===== config.mk =====
export PLATFORM = sky130hd
export DESIGN_NAME = wishbone_bus_arbiter
export DESIGN_NICKNAME = d
export VERILOG_FILES = /design/src/rtl/wishbone_bus_arbiter.sv
export SDC_FILE = /design/constraint.sdc
export NUM_CORES = 1
export LEC_CHECK = 0
export CAP_MARGIN = 20
export CORE_AREA = 2 2 122 124
export DETAILED_ROUTE_END_ITERATION = 7
export DIE_AREA = 0 0 124 126
export PLACE_DENSITY_LB_ADDON = 0.12
export SLEW_MARGIN = 10
export SYNTH_ARGS = -nofsm -noshare
export SYNTH_HDL_FRONTEND = slang
export SYNTH_SLANG_ARGS = --single-unit

===== constraint.sdc =====
create_clock -name CLK_I -period 1.63 [get_ports CLK_I]
set_clock_uncertainty 0.15 [all_clocks]
set_input_delay 0.2445 -clock CLK_I [delete_from_list [all_inputs] [get_ports CLK_I]]
set_output_delay 0.2445 -clock CLK_I [all_outputs]
set_load 0.01 [all_outputs]

===== src/rtl/wishbone_bus_arbiter.sv =====
// wishbone_bus_arbiter: two-master round-robin Wishbone arbiter; optional timeout via WB_ARBITER_TIMEOUT_EN
module wishbone_bus_arbiter #(
    parameter int ADDR_SIZE      = 32,
    parameter int DATA_SIZE      = 32,
    parameter int BYTE_AMNT      = 4,
    parameter int TIMEOUT_CYCLES = 1024
) (
    input  logic                 CLK_I,
    input  logic                 RST_I,
    input  logic                 m0_CYC_I,
    input  logic                 m0_STB_I,
    input  logic                 m0_WE_I,
    input  logic [BYTE_AMNT-1:0] m0_SEL_I,
    input  logic [ADDR_SIZE-1:0] m0_ADR_I,
    input  logic [DATA_SIZE-1:0] m0_DAT_I,
    output logic [DATA_SIZE-1:0] m0_DAT_O,
    output logic                 m0_ACK_O,
    output logic                 m0_ERR_O,
    input  logic                 m1_CYC_I,
    input  logic                 m1_STB_I,
    input  logic                 m1_WE_I,
    input  logic [BYTE_AMNT-1:0] m1_SEL_I,
    input  logic [ADDR_SIZE-1:0] m1_ADR_I,
    input  logic [DATA_SIZE-1:0] m1_DAT_I,
    output logic [DATA_SIZE-1:0] m1_DAT_O,
    output logic                 m1_ACK_O,
    output logic                 m1_ERR_O,
    output logic                 s_CYC_O,
    output logic                 s_STB_O,
    output logic                 s_WE_O,
    output logic [BYTE_AMNT-1:0] s_SEL_O,
    output logic [ADDR_SIZE-1:0] s_ADR_O,
    output logic [DATA_SIZE-1:0] s_DAT_O,
    input  logic [DATA_SIZE-1:0] s_DAT_I,
    input  logic                 s_ACK_I,
    output logic [1:0]           grant_o
);
    typedef enum logic [1:0] {IDLE, GNT0, GNT1} state_t;
    state_t state_q, state_d;
    logic   last_grant_q, last_grant_d;
    logic   req0, req1, busy, own0, own1, cyc_x, tmo;
    assign req0  = m0_CYC_I & m0_STB_I;
    assign req1  = m1_CYC_I & m1_STB_I;
    assign own0  = state_q == GNT0;
    assign own1  = state_q == GNT1;
    assign busy  = own0 | own1;
    assign cyc_x = own1 ? m1_CYC_I : m0_CYC_I;
`ifdef WB_ARBITER_TIMEOUT_EN
    localparam int CW = $clog2(TIMEOUT_CYCLES + 1);
    logic [CW-1:0] cnt_q, cnt_d;
    assign tmo = busy & ~s_ACK_I & (cnt_q == CW'(TIMEOUT_CYCLES - 1));
    // Count grant cycles without ACK; idle cycles park it at zero for the next grant
    always_comb begin
        cnt_d = (busy & ~s_ACK_I) ? cnt_q + 1'b1 : '0;
    end
    // Timeout counter register
    always_ff @(posedge CLK_I) begin
        if (!RST_I) cnt_q <= '0;
        else        cnt_q <= cnt_d;
    end
`else
    assign tmo = 1'b0;
`endif
    // Next-state: round-robin pick in IDLE, release on ACK, abort or timeout
    always_comb begin
        state_d      = state_q;
        last_grant_d = last_grant_q;
        if (!busy) begin
            state_d = (req0 && (!req1 || last_grant_q)) ? GNT0 : req1 ? GNT1 : IDLE;
        end else if (s_ACK_I || !cyc_x || tmo) begin
            state_d      = IDLE;
            last_grant_d = own1;
        end
    end
    // State and fairness registers
    always_ff @(posedge CLK_I) begin
        if (!RST_I) begin
            state_q      <= IDLE;
            last_grant_q <= 1'b1;
        end else begin
            state_q      <= state_d;
            last_grant_q <= last_grant_d;
        end
    end
    // Route the owner onto the slave and the slave response back to the owner only
    always_comb begin
        s_CYC_O  = busy & cyc_x & ~tmo;
        s_STB_O  = busy & (own1 ? m1_STB_I : m0_STB_I) & ~tmo;
        s_WE_O   = busy & (own1 ? m1_WE_I : m0_WE_I);
        s_SEL_O  = !busy ? '0 : own1 ? m1_SEL_I : m0_SEL_I;
        s_ADR_O  = !busy ? '0 : own1 ? m1_ADR_I : m0_ADR_I;
        s_DAT_O  = !busy ? '0 : own1 ? m1_DAT_I : m0_DAT_I;
        m0_ACK_O = own0 & s_ACK_I;
        m1_ACK_O = own1 & s_ACK_I;
        m0_ERR_O = own0 & tmo;
        m1_ERR_O = own1 & tmo;
        m0_DAT_O = s_DAT_I;
        m1_DAT_O = s_DAT_I;
        grant_o  = {own1, own0};
    end
endmodule


Yosys cells after proc, flatten, opt, wreduce, memory -nomap -nowiden
Cells that the tools add are included.

Mux-type cells: 13. $mul: 0. Equal/unequal tests: 3. Shift-type cells: 0. Add/subtract/negate cells: 0. Order comparisons: 0. Divide/modulo/power cells: 0. Reduce and logical (&&, ||, !) cells: 6. Bitwise logic cells: 8.

Operator list (count): $mux 32 (4); $mux 2 (4); $mux 4 (2); $and 1x1->1 (7); $mux 1 (3); $eq 2x1->1 const B (1); $eq 2x2->1 const B (1); $logic_not 1->1 (2); $logic_or 1x1->1 (2); $ne 2x1->1 const B (1); $reduce_and 2->1 (1); $logic_and 1x1->1 (1); $or 1x1->1 (1).

Memory bits (writable): 0. Bits in latches: 0. Bits in registers: 3. Memories: 0. Bits of input ports: 177. Memory bits (read-only): 0.

Logic depth before layout (Yosys ltp)
Depth in word-level cells: 6. Mapped depth: 6. Mapped depth without buffers: 5.

Worst setup path after synthesis
Ideal clock, no wire load.

Path type: register to output. Start: register state_q[0]. End: output port s_ADR_O[0]. Stages on the path, launching flop included: 6. Setup slack: -0.038 ns. Path buffers: 2. Data arrival time: 1.274 ns. Path through: dfxtp_1 -> inv_1 -> ha_1 -> buf_2 -> clkbuf_1 -> nor2_1.

Longest elaborated chain between the ends: 3. Elaborated cells on any way between the ends: 5. Those cells by class: 2 x eq/ne; 2 x mux; 1 x bitwise.

RTL lines: from (decl) (line 39) `state_t state_q, state_d;`; from (signal assigned) (line 81) `state_q <= state_d;`; $eq 2x2->1 / $eq 2x1->1 (equally long branches) (line 45, 44); $mux 32 / $or 1x1->1 (equally long branches) (line 91, 46); $mux 32 * (line 91) `s_ADR_O = !busy ? '0 : own1 ? m1_ADR_I : m0_ADR_I;`; to (decl) (line 32) `output logic [ADDR_SIZE-1:0] s_ADR_O,`.

Every way passes the cells marked *; elsewhere a longest branch is shown, timed or not.

Worst setup path after layout
Start: register state_q[0]. End: output port s_ADR_O[30].

The elaborated chain is that of the path after synthesis.

==> metrics.yaml <==
status:
  status: "complete, but fails checks"
  violations: "setup timing"
floorplan:
  die_area_um2: 15600
  fp.dieH_um: 126
  core_um2: 14300
  start_util_pct: 12.4
  die_w_um: 124
  ios: 318
  row_count: 44
layout:
  fill_cells: 1581
  final_common_cell: "clkdlybuf4s50_1"
  final_cell_mix: "144 x clkdlybuf4s50_1, 72 x nor2_1, 72 x buf_2, 64 x mux2i_1, 11 x buf_4"
  layout.nets: 601
  instances_no_fill: 605
  synthToLayoutAreaGrowth_pct: 114
  diodes: 0
  fin_util_pct: 26.6
  drive_gt1_share_pct: 29.0
clock_tree:
  cts_buffers: 3
  path_clk_slew_ns: 0.03
  cts_tree: "done"
  cts_sinks: 3
  clock_path_buffers: 2
  cts-root-buf: "clkbuf_16"
  clk_latency_ns: 0.23
  cts_htree_levels: 1
yosys:
  netlist_area_um2: 1780
  synth_cells: 250
  yosysSeqAreaShare_pct: 3.38
  postSynthAreaPerCell_um2: 7.10
  ys_ff_latch: 3
  ys_types: 20
  synth_warnings: 0
timing:
  period_share_pct: 115
  rsz0062_at_grt: "true"
  fmax_mhz: 532
  slew_violations: 0
  hold_viol_final: 0
  setup_violations: 76
  holdWs_ns: 0.339
  period_minus_slack_ns: 1.88
  setup_ws_ns: -0.250
place:
  dp.cells: 588
  io_buffers: 219
  place_hpwl_mm: 6.77
  place_congestion: 0.762
detailed_routing:
  wirelength_mm: 8.67
  wire_per_inst_um: 14.3
  drt_first_pass_iters: 3
  route.detailed.drc: 0
  antenna_left: 0
  avgViaCountPerCell: 3.63
  drtIter0Drc: 32
  vias: 2195
pwr:
  max-vdd-ir-drop_mv: 0.234
  p_per_area_nw_per_um2: 367
  finalPower_w: 0.00140
  leakage_nw: 1.62
run:
  drv_cap: 0
global_route:
  grt_pass1_vias: 2336
  grt-ovfl-total: 0
  grt_first_pass_wirelength_mm: 12.4
  grt_max_degree: 29
  track_usage_pct: 10.3
  antenna_found_initial: 0
min_path:
  hold_path.class: "in -> out"
critical_path:
  cp_max_fo: 6
  cp-end-kind: "output pin"
  start_kind: "flop"
  critPathRequiredTime_ns: 1.24
  worstSetupPathType: "reg -> out"
  crit_arrival_ns: 1.49
[metrics by stage]
step / cell area, um^2 / setup TNS, ns / setup slack, ns
finish: 3800 / -12.26 / -0.250
global route: 3800 / -18.69 / -0.326
CTS: 3950 / -17.69 / -0.319
detailed placement: 3840 / -25.51 / -0.410
global placement: 3840 / -24.32 / -0.402
floorplan: 1780 / -1.38 / -0.0346
[critical path, cell delays in order (launching register included)]
cell and delay [ns]:
dfxtp_2 0.32, inv_2 0.04, ha_4 0.18, buf_12 0.14
buf_12 0.13, buf_6 0.10, mux2i_1 0.15, nor2_1 0.06
buf_2 0.13
[sequential cells by signal, indices dropped and copies added, names as in the netlist]
register / count
last_grant_q: 1
state_q: 2
[synth_stat cells]
library cell / instances / area share, %
a21o_1: 1 / 0.42
a311oi_1: 1 / 0.49
and2_1: 2 / 0.70
buf_1: 2 / 0.42
buf_2: 2 / 0.56
buf_4: 75 / 32
clkbuf_1: 5 / 1.1
conb_1: 1 / 0.21
dfxtp_1: 3 / 3.4
ha_1: 2 / 1.4
inv_1: 4 / 0.85
mux2i_1: 71 / 40
nand2_1: 3 / 0.63
nand4_1: 1 / 0.35
nor2_1: 72 / 15
nor4b_2: 1 / 0.85
o211ai_1: 1 / 0.42
o21ai_0: 1 / 0.28
o2bb2ai_1: 1 / 0.49
o31a_1: 1 / 0.49
[layout make-up]
| type | count | area [um^2] | share of cell area (%) |
|---|---|---|---|
| Multi-Input combinational cell | 160 | 1170 | 30.9 |
| Tap cell | 184 | 230 | 6.05 |
| Inverter | 4 | 15.0 | 0.395 |
| Timing Repair Buffer | 250 | 2240 | 59.0 |
| Clock buffer | 4 | 78.8 | 2.07 |
| Sequential cell | 3 | 62.6 | 1.64 |
[cells by family after synthesis]
kind of cell / count (synthesis) / synth area share (%)
AND/OR/NAND/NOR: 79 / 17.8
other: 1 / 0.211
multiplexers: 71 / 40.0
adder cells (fa/ha/maj): 2 / 1.41
AO/OA/AOI/OAI: 6 / 2.61
flip-flops: 3 / 3.38
buffers and inverters: 88 / 34.6
[path summary, 6_finish.rpt]
| check | startpoint | endpoint | slack, ns | depth (start not counted) |
|---|---|---|---|---|
| worst max-delay path | state_q[0]$_SDFFE_PN0P_ | s_ADR_O[30] | -0.25 | 8 |
| worst min-delay path | s_DAT_I[13] | m0_DAT_O[13] | 0.34 | 0 |
| worst max register to register | state_q[0]$_SDFFE_PN0P_ | state_q[0]$_SDFFE_PN0P_ | -0.11 | 8 |
| worst min register to register | last_grant_q$_SDFFE_PN1P_ | last_grant_q$_SDFFE_PN1P_ | 0.37 | 2 |
[per-layer routing]
metal  GRT usage, %  part of all wire (%)
met4           3.04                   2.0
met3           2.22                    10
met2           21.1                    55
met1           9.89                    33
met5              0                     0
[power breakdown]
group           total, W  switching, W  internal [W]
clock           0.000395     0.0000721      0.000323
combinational   0.000918      0.000338      0.000580
sequential     0.0000824    0.00000372     0.0000787
total            0.00140      0.000414      0.000982
[what timing repair did]
action	in CTS	in global routing
resized for setup	331	16
setup buffers	15	3
pin swaps	11	17
gates cloned	6	0
hold buffers	0	0
endpoints found under the setup margin	78	76
No activity file was read; power rests on OpenSTA's default activity.
